==> src/rtl/bcd_converter.sv <==
// Serial binary-to-BCD converter (double dabble), one input bit per clock, start/busy/done handshake.
// done pulses WIDTH cycles after the accepting edge; start is ignored while busy.
module bcd_converter #(
  parameter int WIDTH  = 14,
  parameter int DIGITS = 5
) (
  input  logic                  clock,
  input  logic                  reset,
  input  logic                  start,
  input  logic [WIDTH-1:0]      bin_in,
  output logic                  busy,
  output logic                  done,
  output logic [4*DIGITS-1:0]   bcd_out,
  output logic [DIGITS-1:0]     blank
);

  localparam int CW = $clog2(WIDTH + 1);
  localparam logic [DIGITS-1:0] BLANK_RST = {{(DIGITS-1){1'b1}}, 1'b0};

  typedef enum logic {IDLE, SHIFT} state_t;

  state_t              state;
  logic [CW-1:0]       count;
  logic [WIDTH-1:0]    shift_reg;
  logic [4*DIGITS-1:0] scratch;
  logic [4*DIGITS-1:0] corrected;
  logic [4*DIGITS-1:0] next_scratch;
  logic [DIGITS-1:0]   next_blank;
  logic                all_zero;

  // Per-digit add-3 with no carry between digits, then shift in the next binary bit.
  always_comb begin
    corrected = scratch;
    for (int k = 0; k < DIGITS; k++) begin
      if (scratch[4*k +: 4] >= 4'd5)
        corrected[4*k +: 4] = scratch[4*k +: 4] + 4'd3;
    end
  end

  assign next_scratch = {corrected[4*DIGITS-2:0], shift_reg[WIDTH-1]};

  // Leading-zero flags: walk down from the top digit; units digit is never blanked.
  always_comb begin
    next_blank = '0;
    all_zero   = 1'b1;
    for (int k = DIGITS - 1; k >= 1; k--) begin
      all_zero      = all_zero & (next_scratch[4*k +: 4] == 4'd0);
      next_blank[k] = all_zero;
    end
  end

  always_ff @(posedge clock) begin
    if (reset) begin
      state     <= IDLE;
      count     <= '0;
      shift_reg <= '0;
      scratch   <= '0;
      busy      <= 1'b0;
      done      <= 1'b0;
      bcd_out   <= '0;
      blank     <= BLANK_RST;
    end else begin
      done <= 1'b0;
      case (state)
        IDLE: begin
          if (start) begin
            shift_reg <= bin_in;
            scratch   <= '0;
            count     <= CW'(WIDTH);
            busy      <= 1'b1;
            state     <= SHIFT;
          end
        end
        SHIFT: begin
          scratch   <= next_scratch;
          shift_reg <= shift_reg << 1;
          count     <= count - CW'(1);
          if (count == CW'(1)) begin
            bcd_out <= next_scratch;
            blank   <= next_blank;
            done    <= 1'b1;
            busy    <= 1'b0;
            state   <= IDLE;
          end
        end
        default: state <= IDLE;
      endcase
    end
  end

endmodule

==> config.mk <==
export PLATFORM = sky130hd
export DESIGN_NAME = bcd_converter
export DESIGN_NICKNAME = d
export VERILOG_FILES = /design/src/rtl/bcd_converter.sv
export SDC_FILE = /design/constraint.sdc
export NUM_CORES = 1
export LEC_CHECK = 0
export ABC_CLOCK_PERIOD_IN_PS = 4080
export CAP_MARGIN = 20
export CORE_MARGIN = 2
export CORE_UTILIZATION = 60
export CTS_BUF_LIST = sky130_fd_sc_hd__clkbuf_4 sky130_fd_sc_hd__clkbuf_8
export DETAILED_ROUTE_END_ITERATION = 12
export GPL_ROUTABILITY_DRIVEN = 1
export PLACE_DENSITY_LB_ADDON = 0.25
export SLEW_MARGIN = 20
export SYNTH_ARGS = -nofsm -noshare
export SYNTH_HDL_FRONTEND = slang
export SYNTH_SLANG_ARGS = --single-unit
==> constraint.sdc <==
create_clock -name clock -period 4.08 [get_ports clock]
set_input_delay 0.612 -clock clock [delete_from_list [all_inputs] [get_ports clock]]
set_output_delay 0.612 -clock clock [all_outputs]
set_load 0.01 [all_outputs]
==> flow_metrics.env, run 1 <==
export IMPL_die_height_um=75.4
export IMPL_slew_headroom=0.290
export IMPL_crit_path_start_kind="input port"
export IMPL_clk_path_buf_depth=2
export IMPL_met1_usage=0.301
export IMPL_nets=439
export IMPL_grt_use_met2=0.392
export IMPL_p_leak_nw=1.45
export IMPL_cts_root_buffer="clkbuf_8"
export IMPL_netlist_area_sq_mm=0.00306
export IMPL_fin_skew_ns=0.00649
export IMPL_drt_pass1_iter_count=5
export IMPL_clkSinkCount=65
export IMPL_drc_errors=0
export IMPL_synth_area_leaders="dfxtp_1 (43%), a21oi_1 (9.6%), mux2i_1 (7.8%)"
export IMPL_crit_chain="clkdlybuf4s50_1 > buf_4 > mux2i_1 > nor2_1 > a21oi_1 > nor2_1"
export IMPL_dieWidth_um=75.4
export IMPL_die_area_sq_mm=0.00569
export IMPL_crit_arrival_ns=2.48
export IMPL_grt_pass1_wl_um=10300
export IMPL_top_usage_layer="met2"
export IMPL_cts_resized=0
export IMPL_fin_setup_tns_ns=0
export IMPL_grt_use_met3=0.0635
export IMPL_max_freq_ghz=0.436
export IMPL_reg2reg_depth=4
export IMPL_rsz0062_at_grt="no"
export IMPL_min_period_ns=2.29
export IMPL_crit_path_end_kind="flip-flop"
export IMPL_tightest_slew_ns=1.07
export IMPL_crit_fanout=18
export IMPL_drive_gt1_frac=0.0581
export IMPL_rows=25
export IMPL_timing_critical_path_buf_inv=2
export IMPL_cts_tree="built"
export IMPL_status="complete, no violations"
export IMPL_core_area_sq_mm=0.00482
export IMPL_gp_congestion=0.829
export IMPL_worst_path_most_repeated_cell="nor2_1"
export IMPL_yosys_area_top_type="dfxtp_1"
export IMPL_cpMaxStageDelayCell="clkdlybuf4s50_1"
export IMPL_fin_crit_sh=0.562
export IMPL_ys_ff_latch=65
export IMPL_grt_max_degree=72
export IMPL_io_pins=44
export IMPL_h_tree_depth=3
export IMPL_crit_type="in -> reg"
export IMPL_synth_cells=379
export IMPL_grt_use_total=0.239
export IMPL_clkTransAtPathRegs_ns=0.06
export IMPL_hold_depth=2
export IMPL_critPathTopFamily="buffers and inverters"
export IMPL_maxCapViolCount=0
export IMPL_drtIter0Drc=121
export IMPL_p_per_area_mw_per_mm2=345
export IMPL_drt_vias_per_instance=5.45
export IMPL_start_util=0.635
export IMPL_diodes=0
export IMPL_finalHoldViolCount=0
export IMPL_postRouteAntennaNets=0
export IMPL_synth_edf_count=0
export IMPL_netlist_area_leader_share=0.425
export IMPL_crit_required_ns=4.27
export IMPL_hold_buffers=0
export IMPL_wirelength_um=6270
export IMPL_post_cts_buffers=0
export IMPL_vias=2614
export IMPL_cts_buffers=9
export IMPL_yosysSeqAreaShare=0.425
export IMPL_yosysUniqueCellTypes=37
export IMPL_yosys_warnings=0
export IMPL_peakVddDrop_uv=304
export IMPL_cpPeakStageDelay_ns=1.00
export IMPL_final_cells=480
export IMPL_ys_flop_type="dfxtp_1"
export IMPL_hold_class="reg -> reg"
export IMPL_synthArstFlopShare=0
export IMPL_cp_depth=6
export IMPL_setup_viol=0
export IMPL_drv_slew=0
export IMPL_wl_per_cell_um=13.1
export IMPL_synthToLayoutAreaGrowth_pct=19.3
export IMPL_dp_cells=466
export IMPL_grt_pass1_vias=2340
export IMPL_fillers=382
export IMPL_grt_ovfl_total=0
export IMPL_hpwl_um=4180
export IMPL_clk_insertion_delay_late_ns=0.34
export IMPL_syn_nets=408
export IMPL_portBuffers=42
export IMPL_synth_avg_cell_area_sq_um=8.08
export IMPL_antenna_found_initial=0
==> Yosys cell counts, drive strengths merged (10+ instances only) <==
| cell | count |
|---|---|
| clkbuf | 15 |
| nor3b | 12 |
| mux2i | 24 |
| dfxtp | 65 |
| inv | 15 |
| o21ai | 10 |
| ha | 12 |
| a21oi | 59 |
| nor2 | 58 |
| nand2 | 40 |
| buf | 10 |
| nor3 | 15 |
==> cell type report <==
type                       instances  area, sq um  area share
multi-input combinational        274         1600       0.437
sequential                        65         1300       0.357
timing repair buffer              45          438       0.120
clock buffer                      14          174      0.0476
tap                               67         83.8      0.0230
inverter                          15         56.3      0.0154
==> stage by stage <==
step	hold slack (ns)	cell area (sq um)	utilization	power [W]	setup slack (ns)
after floorplan	0.445	3060	-	0.000749	2.43
after global placement	0.442	3480	0.722	0.000780	1.52
after detailed placement	0.449	3480	0.722	0.000783	1.44
after CTS	0.457	3650	0.758	0.00126	1.78
after global routing	0.480	3650	0.758	0.00131	1.60
final	0.454	3650	0.758	0.00126	1.79
==> path summary, 6_finish.rpt <==
kind,slack [ns],start,to
max,1.79,start,shift_reg[6]$_SDFFE_PP0P_
min,0.45,bcd_out[6]$_SDFFE_PP0P_,bcd_out[6]$_SDFFE_PP0P_
max reg2reg,1.81,state$_SDFF_PP0_,bcd_out[12]$_SDFFE_PP0P_
min reg2reg,0.45,bcd_out[6]$_SDFFE_PP0P_,bcd_out[6]$_SDFFE_PP0P_
==> worst register-to-register path: cells and delay by family (launching register included) <==
kind                   cells  cell delay (ns)
and+or+nand+nor            2             1.07
AOI/OAI and AO/OA          1             0.25
DFF                        1             0.32
buffers and inverters      1             0.54
==> metal layers <==
metal  wire [um]  share of wire
met1        2800           0.45
met4         110          0.018
met5           0              0
met2        3040           0.49
met3         315          0.050
==> cell usage in the layout (no fill, tap or decap), types with 3 or more instances in the layout <==
cell type	synthesis	layout
a211oi_1	7	7
a21oi_1	59	59
buf_4	1	3
clkbuf_4	0	3
clkbuf_8	0	11
clkdlybuf4s50_1	0	41
dfxtp_1	65	64
ha_1	12	12
inv_1	15	15
mux2i_1	24	24
nand2_1	40	40
nand2b_1	7	7
nand3_1	6	6
nor2_1	58	58
nor3_1	15	15
nor3b_1	12	12
o21ai_0	7	7
xnor2_1	5	5
==> cells by family (layout without fill, tap and decap cells) <==
family / after synthesis / after routing / share of synthesized area
AOI/OAI and AO/OA: 88 / 88 / 0.168
muxes: 24 / 24 / 0.0785
other: 1 / 1 / 0.00123
adders and majority gates: 12 / 12 / 0.0491
buffers and inverters: 40 / 74 / 0.0527
DFF: 65 / 65 / 0.425
xor gates and xnor gates: 5 / 5 / 0.0143
and+or+nand+nor: 144 / 144 / 0.211
==> power by group <==
part / total (W) / leakage [nW] / internal (W) / switching [W]
clock network: 0.000489 / 0.0929 / 0.000268 / 0.000221
logic: 0.000108 / 0.827 / 0.0000461 / 0.0000623
registers: 0.000663 / 0.528 / 0.000652 / 0.0000106
(Power assumes the default switching activity.)
==> run 2, diff against run 1 <==
--- a/config.mk
+++ b/config.mk
@@ -5,10 +5,10 @@
 export SDC_FILE = /design/constraint.sdc
 export NUM_CORES = 1
 export LEC_CHECK = 0
-export ABC_CLOCK_PERIOD_IN_PS = 4080
+export ABC_CLOCK_PERIOD_IN_PS = 2200
 export CAP_MARGIN = 20
 export CORE_MARGIN = 2
-export CORE_UTILIZATION = 60
+export CORE_UTILIZATION = 56
 export CTS_BUF_LIST = sky130_fd_sc_hd__clkbuf_4 sky130_fd_sc_hd__clkbuf_8
 export DETAILED_ROUTE_END_ITERATION = 12
 export GPL_ROUTABILITY_DRIVEN = 1
==> constraint.sdc (replaced) <==
create_clock -name clock -period 2.2 [get_ports clock]
set_input_delay 0.33 -clock clock [delete_from_list [all_inputs] [get_ports clock]]
set_output_delay 0.33 -clock clock [all_outputs]
set_load 0.01 [all_outputs]
==> flow_metrics.env, run 2 (synthesis gave the netlist of run 1 again) <==
export IMPL_drtIter0Drc=113
export IMPL_crit_fanout=5
export IMPL_cts_root_buffer="clkbuf_8"
export IMPL_crit_type="reg -> reg"
export IMPL_wl_per_cell_um=12.9
export IMPL_io_pins=44
export IMPL_nets=450
export IMPL_fin_skew_ns=0.00634
export IMPL_grt_pass1_vias=2472
export IMPL_max_freq_ghz=0.535
export IMPL_maxCapViolCount=0
export IMPL_crit_start="scratch[12]$_SDFFE_PP0P_"
export IMPL_die_height_um=77.9
export IMPL_p_per_area_mw_per_mm2=631
export IMPL_portBuffers=42
export IMPL_clk_path_buf_depth=2
export IMPL_peakVddDrop_uv=534
export IMPL_h_tree_depth=3
export IMPL_drc_errors=0
export IMPL_start_util=0.588
export IMPL_p_leak_nw=1.51
export IMPL_setup_viol=0
export IMPL_cts_tree="built"
export IMPL_gp_congestion=0.778
export IMPL_drv_slew=0
export IMPL_synthToLayoutAreaGrowth_pct=22.4
export IMPL_crit_path_start_kind="flip-flop"
export IMPL_fin_crit_sh=0.849
export IMPL_status="complete, no violations"
export IMPL_hold_class="in -> reg"
export IMPL_cts_resized=0
export IMPL_finalHoldViolCount=0
export IMPL_cts_buffers=9
export IMPL_crit_required_ns=2.46
export IMPL_grt_pass1_wl_um=10700
export IMPL_grt_max_degree=27
export IMPL_rsz0062_at_grt="no"
export IMPL_post_cts_buffers=0
export IMPL_drt_pass1_iter_count=4
export IMPL_rows=26
export IMPL_vias=2671
export IMPL_min_period_ns=1.87
export IMPL_dieWidth_um=77.9
export IMPL_postRouteAntennaNets=0
export IMPL_clkTransAtPathRegs_ns=0.07
export IMPL_drive_gt1_frac=0.0869
export IMPL_layout_commonest_cell="dfxtp_1"
export IMPL_crit_arrival_ns=2.13
export IMPL_r2r_start="scratch[12]$_SDFFE_PP0P_"
export IMPL_clk_insertion_delay_late_ns=0.34
export IMPL_grt_ovfl_total=0
export IMPL_die_area_sq_mm=0.00607
export IMPL_final_cell_mix="dfxtp_1 (64), a21oi_1 (59), nor2_1 (58)"
export IMPL_crit_path_end_kind="flip-flop"
export IMPL_wirelength_um=6400
export IMPL_core_area_sq_mm=0.00520
export IMPL_clkSinkCount=65
export IMPL_antenna_found_initial=0
export IMPL_fin_setup_tns_ns=0
export IMPL_hpwl_um=4520
export IMPL_grt_use_total=0.223
export IMPL_hold_start="reset"
export IMPL_drt_vias_per_instance=5.39
export IMPL_final_core_util=0.720
export IMPL_hold_buffers=0
export IMPL_diodes=0
==> run 2: metrics by stage <==
step	power, W	area [sq um]	worst slack [ns]	hold slack [ns]	std cells
floorplan	0.00139	3060	0.545	0.445	379
global placement	0.00146	3560	0.436	0.442	480
finish	0.00237	3750	0.331	0.367	496
CTS	0.00239	3750	0.327	0.365	496
global route	0.00246	3750	0.171	0.376	496
detailed placement	0.00147	3560	0.358	0.446	480
==> run 2: worst paths after layout <==
check                                          endpoint  slack, ns  cells after the start
worst min-delay path            scratch[0]$_SDFFE_PP0P_       0.37                      2
worst min register to register  bcd_out[6]$_SDFFE_PP0P_       0.46                      2
worst max register to register    blank[1]$_SDFFE_PP1P_       0.33                      7
worst max-delay path              blank[1]$_SDFFE_PP1P_       0.33                      7
==> run 2: area by class of cell <==
cell class,instances,area (sq um)
Tap cell,70,87.6
Fill cell,437,1460
Clock buffer,13,166
Sequential cell,65,1300
Clock inverter,3,15.0
Timing Repair Buffer,56,520
Inverter,15,56.3
Multi-Input combinational cell,274,1600
==> run 2: worst max-delay path: stages, from the launching register on <==
cell	delay [ns]
dfxtp_1	0.36
inv_1	0.11
ha_1	0.24
nand2b_1	0.10
a21oi_1	0.34
mux2i_1	0.23
nand3_1	0.15
o31ai_2	0.26
==> run 2: metal layers <==
layer | track usage | up-vias | share of wire
li1 | - | 1372 | -
met1 | 0.257 | 1230 | 0.45
met2 | 0.391 | 63 | 0.49
met3 | 0.0616 | 6 | 0.051
met4 | 0.0895 | 0 | 0.014
met5 | 0 | - | 0
==> run 2: power breakdown <==
part	total [W]	internal (W)	switching, W	leakage [nW]
Sequential	0.00123	0.00121	0.0000227	0.528
Combinational	0.000210	0.0000962	0.000114	0.881
Clock	0.000923	0.000490	0.000432	0.100
